`src/rtl/adder_eval_pkg.sv`:
```
// Shared types and default widths for the approximate-adder error monitors.
package adder_eval_pkg;

  localparam int unsigned SUM_W = 17;
  localparam int unsigned CNT_W = 32;
  localparam int unsigned ACC_W = 48;

  typedef enum logic [1:0] {
    StIdle,
    StRun,
    StDrain,
    StDone
  } state_e;

  // S1 payload; d is sized for the default sum width.
  typedef struct packed {
    logic             valid;
    logic             ne;
    logic [SUM_W-1:0] d;
  } s1_t;

endpackage

```
`src/rtl/abs_diff.sv`:
```
// Combinational unsigned |a - b| via a W+1-bit two's-complement difference.
module abs_diff #(
  parameter int unsigned W = 17
) (
  input  logic [W-1:0] a,
  input  logic [W-1:0] b,
  output logic [W-1:0] y
);

  logic [W:0] diff;

  // The magnitude of a W+1-bit difference of two W-bit unsigned values fits in W bits.
  assign diff = {1'b0, a} - {1'b0, b};
  assign y    = diff[W] ? W'(~diff + 1'b1) : diff[W-1:0];

endmodule

```
`src/rtl/adder_error_monitor.sv`:
```
// Accumulates mismatch count, worst-case and summed absolute error over a fixed-length
// stream of (exact, approximate) sum pairs.
module adder_error_monitor #(
  parameter int unsigned W     = adder_eval_pkg::SUM_W,
  parameter int unsigned CNT_W = adder_eval_pkg::CNT_W,
  parameter int unsigned ACC_W = adder_eval_pkg::ACC_W
) (
  input  logic             clk,
  input  logic             rst_n,
  input  logic             start,
  input  logic [CNT_W-1:0] num_samples,
  input  logic             in_valid,
  output logic             in_ready,
  input  logic [W-1:0]     exact_sum,
  input  logic [W-1:0]     approx_sum,
  output logic             busy,
  output logic             done,
  output logic [CNT_W-1:0] err_count,
  output logic [W-1:0]     max_abs_err,
  output logic [ACC_W-1:0] sum_abs_err,
  output logic             sat
);

  import adder_eval_pkg::SUM_W;
  import adder_eval_pkg::state_e;
  import adder_eval_pkg::s1_t;
  import adder_eval_pkg::StIdle;
  import adder_eval_pkg::StRun;
  import adder_eval_pkg::StDrain;
  import adder_eval_pkg::StDone;

  localparam int unsigned ExtW = ACC_W + 1;

  state_e           state_q, state_d;
  logic [CNT_W-1:0] target_q, target_d;
  logic [CNT_W-1:0] accepted_q, accepted_d;
  s1_t              s1_q, s1_d;
  logic [CNT_W-1:0] err_q, err_d;
  logic [W-1:0]     max_q, max_d;
  logic [ACC_W-1:0] sum_q, sum_d;
  logic             sat_q, sat_d;

  logic [W-1:0]     d_abs;
  logic [W-1:0]     s1_dw;
  logic [ExtW-1:0]  sum_ext;
  logic             accept;
  logic             clear;

  abs_diff #(
    .W(W)
  ) u_abs_diff (
    .a(exact_sum),
    .b(approx_sum),
    .y(d_abs)
  );

  // Ready depends only on state and counters, never on in_valid.
  assign in_ready = (state_q == StRun) && (accepted_q < target_q);
  assign accept   = in_valid && in_ready;
  assign busy     = (state_q == StRun) || (state_q == StDrain);
  assign done     = (state_q == StDone);

  assign err_count   = err_q;
  assign max_abs_err = max_q;
  assign sum_abs_err = sum_q;
  assign sat         = sat_q;

  always_comb begin
    state_d    = state_q;
    target_d   = target_q;
    accepted_d = accepted_q;
    clear      = 1'b0;
    unique case (state_q)
      StIdle, StDone: begin
        if (start) begin
          clear      = 1'b1;
          target_d   = num_samples;
          accepted_d = '0;
          state_d    = (num_samples == '0) ? StDone : StRun;
        end
      end
      StRun: begin
        if (accept) begin
          accepted_d = accepted_q + CNT_W'(1);
          if (accepted_d == target_q) state_d = StDrain;
        end
      end
      // The final sample is in S1 on the first DRAIN cycle; once S1 empties, S2 has it.
      StDrain: begin
        if (!s1_q.valid) state_d = StDone;
      end
      default: state_d = StIdle;
    endcase
  end

  always_comb begin
    s1_d.valid = accept;
    s1_d.ne    = |d_abs;
    s1_d.d     = SUM_W'(d_abs);
  end

  always_comb begin
    err_d   = err_q;
    max_d   = max_q;
    sum_d   = sum_q;
    sat_d   = sat_q;
    s1_dw   = W'(s1_q.d);
    sum_ext = {1'b0, sum_q} + ExtW'(s1_dw);
    if (clear) begin
      err_d = '0;
      max_d = '0;
      sum_d = '0;
      sat_d = 1'b0;
    end else if (s1_q.valid) begin
      err_d = err_q + CNT_W'(s1_q.ne);
      if (s1_dw > max_q) max_d = s1_dw;
      if (sum_ext[ACC_W]) begin
        sum_d = '1;
        sat_d = 1'b1;
      end else begin
        sum_d = sum_ext[ACC_W-1:0];
      end
    end
  end

  always_ff @(posedge clk) begin
    if (!rst_n) begin
      state_q    <= StIdle;
      target_q   <= '0;
      accepted_q <= '0;
      s1_q       <= '0;
      err_q      <= '0;
      max_q      <= '0;
      sum_q      <= '0;
      sat_q      <= 1'b0;
    end else begin
      state_q    <= state_d;
      target_q   <= target_d;
      accepted_q <= accepted_d;
      s1_q       <= s1_d;
      err_q      <= err_d;
      max_q      <= max_d;
      sum_q      <= sum_d;
      sat_q      <= sat_d;
    end
  end

endmodule
```
`config.mk`:
```
export PLATFORM = sky130hd
export DESIGN_NAME = adder_error_monitor
export DESIGN_NICKNAME = d
export VERILOG_FILES = /design/src/rtl/adder_eval_pkg.sv /design/src/rtl/abs_diff.sv /design/src/rtl/adder_error_monitor.sv
export SDC_FILE = /design/constraint.sdc
export NUM_CORES = 1
export LEC_CHECK = 0
export BUFFER_PORTS_ARGS = -buffer_cell sky130_fd_sc_hd__buf_2
export CORE_MARGIN = 4
export CORE_UTILIZATION = 45
export DETAILED_ROUTE_END_ITERATION = 8
export PLACE_DENSITY_LB_ADDON = 0.25
export RECOVER_POWER = 100
export SETUP_SLACK_MARGIN = 0.02
export SYNTH_ARGS = -nofsm -noshare
export SYNTH_HDL_FRONTEND = slang
export SYNTH_HIERARCHICAL = 1
export SYNTH_SLANG_ARGS = --single-unit
```
`constraint.sdc`:
```
create_clock -name clk -period 3.6 [get_ports clk]
set_input_delay 0.36 -clock clk [delete_from_list [all_inputs] [get_ports clk]]
set_output_delay 0.36 -clock clk [all_outputs]
set_load 0.05 [all_outputs]
```
# After elaboration in Yosys (flattened, before gate mapping)
# Index checks and enable logic that the tools add are counted.
[classes] add_sub_neg=5 magnitude_cmp=2 n_eq_ne=8 muxes=13 bitwise=2 reduce_logical=14
[op_table] cell="2-to-1 mux 32 bit" count=2
[op_table] cell="one-hot mux 32 bit (2 select lines)" count=1
[op_table] cell="adder 48 x 17 -> 49 bit" count=1
[op_table] cell="2-to-1 mux 48 bit" count=1
[op_table] cell="adder 32 x 1 -> 32 bit" count=1
[op_table] cell="adder 32 x 1 -> 32 bit (second input constant)" count=1
[op_table] cell="equality test 32 bit" count=1
[op_table] cell="logical NOT 32 bit" count=1
[op_table] cell="< comparator 32 bit" count=1
[op_table] cell="subtractor 17 x 17 -> 18 bit" count=1
[op_table] cell="adder 17 x 1 -> 17 bit (second input constant)" count=1
[op_table] cell="> comparator 17 bit" count=1
[op_table] cell="2-to-1 mux 17 bit" count=1
[op_table] cell="inverter 17 bit" count=1
[op_table] cell="OR reduction 17 bit" count=1
[op_table] cell="2-to-1 mux 2 bit" count=5
[op_table] cell="inequality test 2 bit (second input constant)" count=3
[op_table] cell="one-hot mux 2 bit (3 select lines)" count=1
[op_table] cell="AND reduction 2 bit" count=3
[op_table] cell="equality test 2 bit (second input constant)" count=2
[op_table] cell="AND reduction 4 bit" count=1
[op_table] cell="OR reduction 2 bit" count=2
[op_table] cell="AND reduction 3 bit" count=1
[op_table] cell="equality test 2 x 1 -> 1 bit (second input constant)" count=1
[op_table] cell="7 further kinds" count=9
[word_totals] regBits=183 in_bits=70 output_inout_bits=101 wordCells=54

# Depth between registers and ports, before layout
[logic_depth] word_depth=5 depth_mapped=15 mapped_depth_nobuf=15

# Modules after synthesis
# Netlist, hierarchy kept.
[modules_own_cells] module="adder_error_monitor" n_inst=1 cells_each=1276 area_each_um2=10530.1 seq_area_each_um2=3663.5
[modules_own_cells] module="abs_diff" n_inst=1 cells_each=192 area_each_um2=1431.4 seq_area_each_um2=0.0

# Worst setup path before layout
# Ideal clock, no wire load.
[synth_path] path_type="register -> register" from="register target_q[9]" to="register accepted_q[28]" setup_time_ns=0.119 arrival_ns=4.009 required_time_ns=3.481 path_slack_ns=-0.528 path_stages_with_launch=13 path_buffers=2 synth_period_minus_slack_ns=4.128 path_cell_list="dfxtp_1 > inv_1 > ha_1 > a21o_1 > a21o_1 > a221oi_1 > o211ai_1 > o31ai_1 > nand3_1 > a22o_1 > clkbuf_1 > buf_2 > o221a_2"
[synth_between] elab_chain_cells=5
[synth_rtl] item="from (decl)" line_no="adder_error_monitor.sv:35" source="logic [CNT_W-1:0] target_q, target_d;"
[synth_rtl] item="from (signal assigned)" line_no="adder_error_monitor.sv:138" source="target_q <= target_d;"
[synth_rtl] item="< comparator 32 bit" line_no="adder_error_monitor.sv:58" source="assign in_ready = (state_q == StRun) && (accepted_q < target_q);"
[synth_rtl] item="logical AND 1 bit" line_no="adder_error_monitor.sv:58"
[synth_rtl] item="net in_ready" line_no="adder_error_monitor.sv:13" source="output logic in_ready,"
[synth_rtl] item="logical AND 1 bit" line_no="adder_error_monitor.sv:59" source="assign accept = in_valid && in_ready;"
[synth_rtl] item="inequality test 2 bit (no source line)"
[synth_rtl] item="AND reduction 3 bit (no source line)"
[synth_rtl] item="to (signal assigned)" line_no="adder_error_monitor.sv:139" source="accepted_q <= accepted_d;"
[synth_rtl] item="to (decl)" line_no="adder_error_monitor.sv:36" source="logic [CNT_W-1:0] accepted_q, accepted_d;"
# The timed path passes the listed nets, and every way through them passes these cells.
# A chain may end at the register's enable or synchronous reset.

# Final worst setup path
[layout_path] from="register accepted_q[6]" to="register state_q[1]"
[layout_between] elab_chain_cells=5 word_cells_on_any_way=8 classes_between="1 x add/sub; 1 x order compare; 3 x eq/ne; 3 x reduce/logical"
[layout_rtl] item="parallel branches: the longest is 4 deep, another holds adder 32 x 1 -> 32 bit"
[layout_rtl] item="AND reduction 4 bit (no source line) *"
[layout_rtl] item="to (signal assigned)" line_no="adder_error_monitor.sv:128" source="state_q <= StIdle;"
[layout_rtl] item="to (signal assigned)" line_no="adder_error_monitor.sv:137" source="state_q <= state_d;"
[layout_rtl] item="to (decl)" line_no="adder_error_monitor.sv:34" source="state_e state_q, state_d;"
# Every way passes the cells marked *.

==> summary.md <==
| Metric | Value |
|---|---|
| Power density cells | `494 nW/um^2` |
| Post-synth top area cell | `sky130_fd_sc_hd__dfxtp_1` |
| Die W | `roughly 170 um` |
| Setup skew after layout | `18.7 ps` |
| Hold/Removal Path Class | `in2reg` |
| Reg clk slew, reported paths | `80 ps` |
| DR vias/cell | `5.53` |
| R2r worst-path depth | `8` |
| Routed wire length per instance | `about 15 um` |
| End point of the worst hold path | `target_q[11]` |
| Crit. End Element | `flip-flop` |
| Critical path class | `reg2reg` |
| Number of remaining DRC errors | `0` |
| Sinks on Clock Net | `183` |
| Critical register-to-register path endpoint | `state_q[1]` |
| Global-route wire length before repair | `49100 um` |
| CTS H-tree lvls | `4` |
| TritonRoute pass-1 iters | `5` |
| Worst hold path depth | `3` |
| Share of cells above drive strength 1 | `11.0%` |
| Maximum fanout along the worst path | `10` |
| Post-Route WL | `between 30000 and 40000 um` |
| Clk Latency, worst-skew pair | `430 ps` |
| Most used DFF post-synth | `sky130_fd_sc_hd__dfxtp_1` |
| Cell with the most instances after synthesis | `sky130_fd_sc_hd__dfxtp_1` |
| Initial antenna violation count | `1` |
| HPWL reported at the end of detailed placement | `23200 um` |
| Data arrival time at the worst-slack endpoint | `around 3700 ps` |
| Fill cell instance count of the final layout | `2617` |
| Core outline area | `approximately 26000 sq um` |
| Signed area change from the synthesized netlist to the final layout | `14.9%` |
| Most area-consuming cells after synthesis | `sky130_fd_sc_hd__dfxtp_1 (31%), sky130_fd_sc_hd__ha_1 (9.6%), sky130_fd_sc_hd__xnor2_1 (5.5%), sky130_fd_sc_hd__nand2_1 (4.8%), sky130_fd_sc_hd__nor2_1 (3.9%)` |
| # rows | `59` |
| Total power | `between 6 and 7 mW` |
| Number of distinct library cell variants in the gate-level netlist after synthesis | `between 80 and 90` |
| CTS max path bufs | `2` |
| Flop and latch count out of synthesis | `183` |
| Number of buffers added by the clock tree synthesis step | `17` |
| Top achievable clock speed | `294 MHz` |
| Peak supply drop | `0.000340 V` |
| Final weighted congestion in routability-driven placement | `a little under 0.9` |
| Routed via count | `about 11k` |
| Number of global-route vias before repair | `9832` |
| Post-Layout Cell Count | `1986` |
| Final period util | `94.6%` |
| Number of violations of the max-capacitance limit | `1` |
| Total global routing track utilization | `20.1%` |
| Final-report setup violation count | `0` |
| Final Hold Fails | `0` |
| Largest net degree at the start of global routing | `92` |
| Violations in the final reports | `capacitance limit, slew limit` |
| Timing startpoint of the critical path | `accepted_q[6]` |
| I/O pin total | `171` |
| DIE HEIGHT | `171 um` |
| Hold slack final | `about 180 ps` |
| Fraction of synthesis flops using an asynchronous set or reset pin | `0%` |
| Unrepaired setup endpoints after global routing | `false` |
| Number of port buffers | `170` |
| Leakage power summed over all cells | `roughly 5.5 nW` |
| Overflow left after global routing | `0` |
| TritonCTS clock tree | `built` |
| Yosys warning count | `6` |
| Critical hold path startpoint | `num_samples[11]` |
| Initial core utilization | `45.8%` |
| Initial detailed-routing violation count | `736` |
| Count of final max-slew check failures | `92` |
| Root cell of the clock tree | `sky130_fd_sc_hd__clkbuf_16` |
| Worst slew pin tran | `about 1600 ps` |
| Commonest cells in the synthesized netlist | `sky130_fd_sc_hd__dfxtp_1 (183), sky130_fd_sc_hd__nand2_1 (154), sky130_fd_sc_hd__nor2_1 (125), sky130_fd_sc_hd__inv_1 (97), sky130_fd_sc_hd__ha_1 (92)` |
| Number of cells after detailed placement | `1954` |
| Setup slack on the worst flop-to-flop path | `190 ps` |
| Source of the worst register-to-register timing path | `accepted_q[6]` |
| Number of synthesized flops with an enable pin | `0` |
| Worst slew margin relative to its limit | `-5.61%` |
| Avg Synthesized Cell Area | `8.15 sq um` |
| Kind of launch point of the worst setup path | `flip-flop` |
| Required time of the critical path | `3910 ps` |
| Number of cells produced by synthesis | `1468` |
| Cell Area, Synth | `about 12000 sq um` |
| Dpl ws | `-89.0 ps` |
| Detail Route Antenna Nets | `0` |
| Minimum period implied by the final worst setup slack | `3410 ps` |
| Result of the run | `finished with violations` |
| Inserted Diodes | `0` |
| Post-layout net count | `1802` |
| Worst setup margin | `193 ps` |
| Cts-stage hold buffer count | `0` |
| Nets in the synthesized netlist | `1632` |
| Post-synth top area share | `30.6%` |
| Area of the die | `a little under 30000 sq um` |
| Final standard cell utilization of the core | `between 50% and 60%` |
| Sequential share of the synthesized area | `30.6%` |
layer usage:
| layer | GRT usage (%) | vias to the layer above | wire length, um |
|---|---|---|---|
| met5 | 0 | - | 20 |
| met4 | 5.24 | 2 | 479 |
| met3 | 2.96 | 32 | 1630 |
| met2 | 31.5 | 268 | 13200 |
| met1 | 29.1 | 5096 | 15200 |
| li1 | - | 5581 | - |
area by class of cell:
class	instances	area, sq um	area share (%)
Multi-Input combinational cell	1123	7680	55.8
Sequential cell	183	3660	26.6
Timing Repair Buffer	216	1040	7.58
Clock buffer	17	425	3.09
Tap cell	335	419	3.05
Inverter	97	364	2.65
Clock inverter	15	156	1.14
worst max path at each step:
| stage | slack (ps) | endpoint | depth (start not counted) |
|---|---|---|---|
| after floorplan | 30 | accepted_q[28] | 12 |
| after global placement | -4 | s1_q[17] | 16 |
| after detailed placement | -90 | s1_q[17] | 16 |
| after CTS | 90 | state_q[1] | 9 |
| after global routing | 20 | accepted_q[13] | 11 |
| final | 190 | state_q[1] | 8 |
worst max-delay path, cell delays in order (launching register included):
cell and delay [ps]:
sky130_fd_sc_hd__dfxtp_1 510, sky130_fd_sc_hd__nand4_2 330, sky130_fd_sc_hd__or4_1 630, sky130_fd_sc_hd__xnor2_1 210, sky130_fd_sc_hd__nand4_1 140, sky130_fd_sc_hd__nor4_1 450
sky130_fd_sc_hd__nand4_1 160, sky130_fd_sc_hd__o41a_1 500, sky130_fd_sc_hd__o311a_1 360
per-stage QoR:
stage / instance area (sq um) / setup TNS [ps]
floorplan: 12000 / 0
global placement: 13300 / -4.36
detailed placement: 13300 / -89.0
CTS: 13900 / 0
global route: 13700 / 0
finish: 13700 / 0
registers in the layout, summed over array words and instances, names as in the netlist:
signal and flops:
state_q 2, accepted_q 32, sat 1, s1_q 2, target_q 32, err_count 32, max_abs_err 17, s1_dw 17
sum_abs_err 48
repair_timing:
action	4_1_cts	5_1_grt
setup buffers	0	0
gates resized for setup	0	2
endpoints found under the setup margin	0	2
cells by family after synthesis:
group / share of synthesized area [%]
adders and majority gates: 9.96
DFF: 30.6
and+or+nand+nor: 23.3
AOI/OAI and AO/OA: 19.4
muxes: 1.85
buffers and inverters: 5.27
xor gates and xnor gates: 9.60
placed cells by master, fill, tap and decap left out, types with 27 or more instances in the layout:
master	Yosys	layout
sky130_fd_sc_hd__ha_1	92	92
sky130_fd_sc_hd__nor2_1	125	124
sky130_fd_sc_hd__dfxtp_1	183	183
sky130_fd_sc_hd__o21ai_0	40	40
sky130_fd_sc_hd__buf_2	15	70
sky130_fd_sc_hd__xor2_1	53	53
sky130_fd_sc_hd__clkbuf_1	43	105
sky130_fd_sc_hd__a21oi_1	77	77
sky130_fd_sc_hd__nand4_1	35	35
sky130_fd_sc_hd__nand2_1	154	154
sky130_fd_sc_hd__nand3_1	60	60
sky130_fd_sc_hd__a21boi_0	44	44
sky130_fd_sc_hd__a21o_1	27	27
sky130_fd_sc_hd__xnor2_1	75	75
sky130_fd_sc_hd__inv_1	97	97
sky130_fd_sc_hd__buf_4	1	37
power breakdown:
part | internal, mW | switching (mW) | total (mW)
clock | 0.930 | 0.923 | 1.85
sequential | 2.19 | 0.177 | 2.37
combinational | 0.926 | 1.65 | 2.57
total | 4.05 | 2.75 | 6.79
Note: power is estimated with default switching activity, not from simulation.
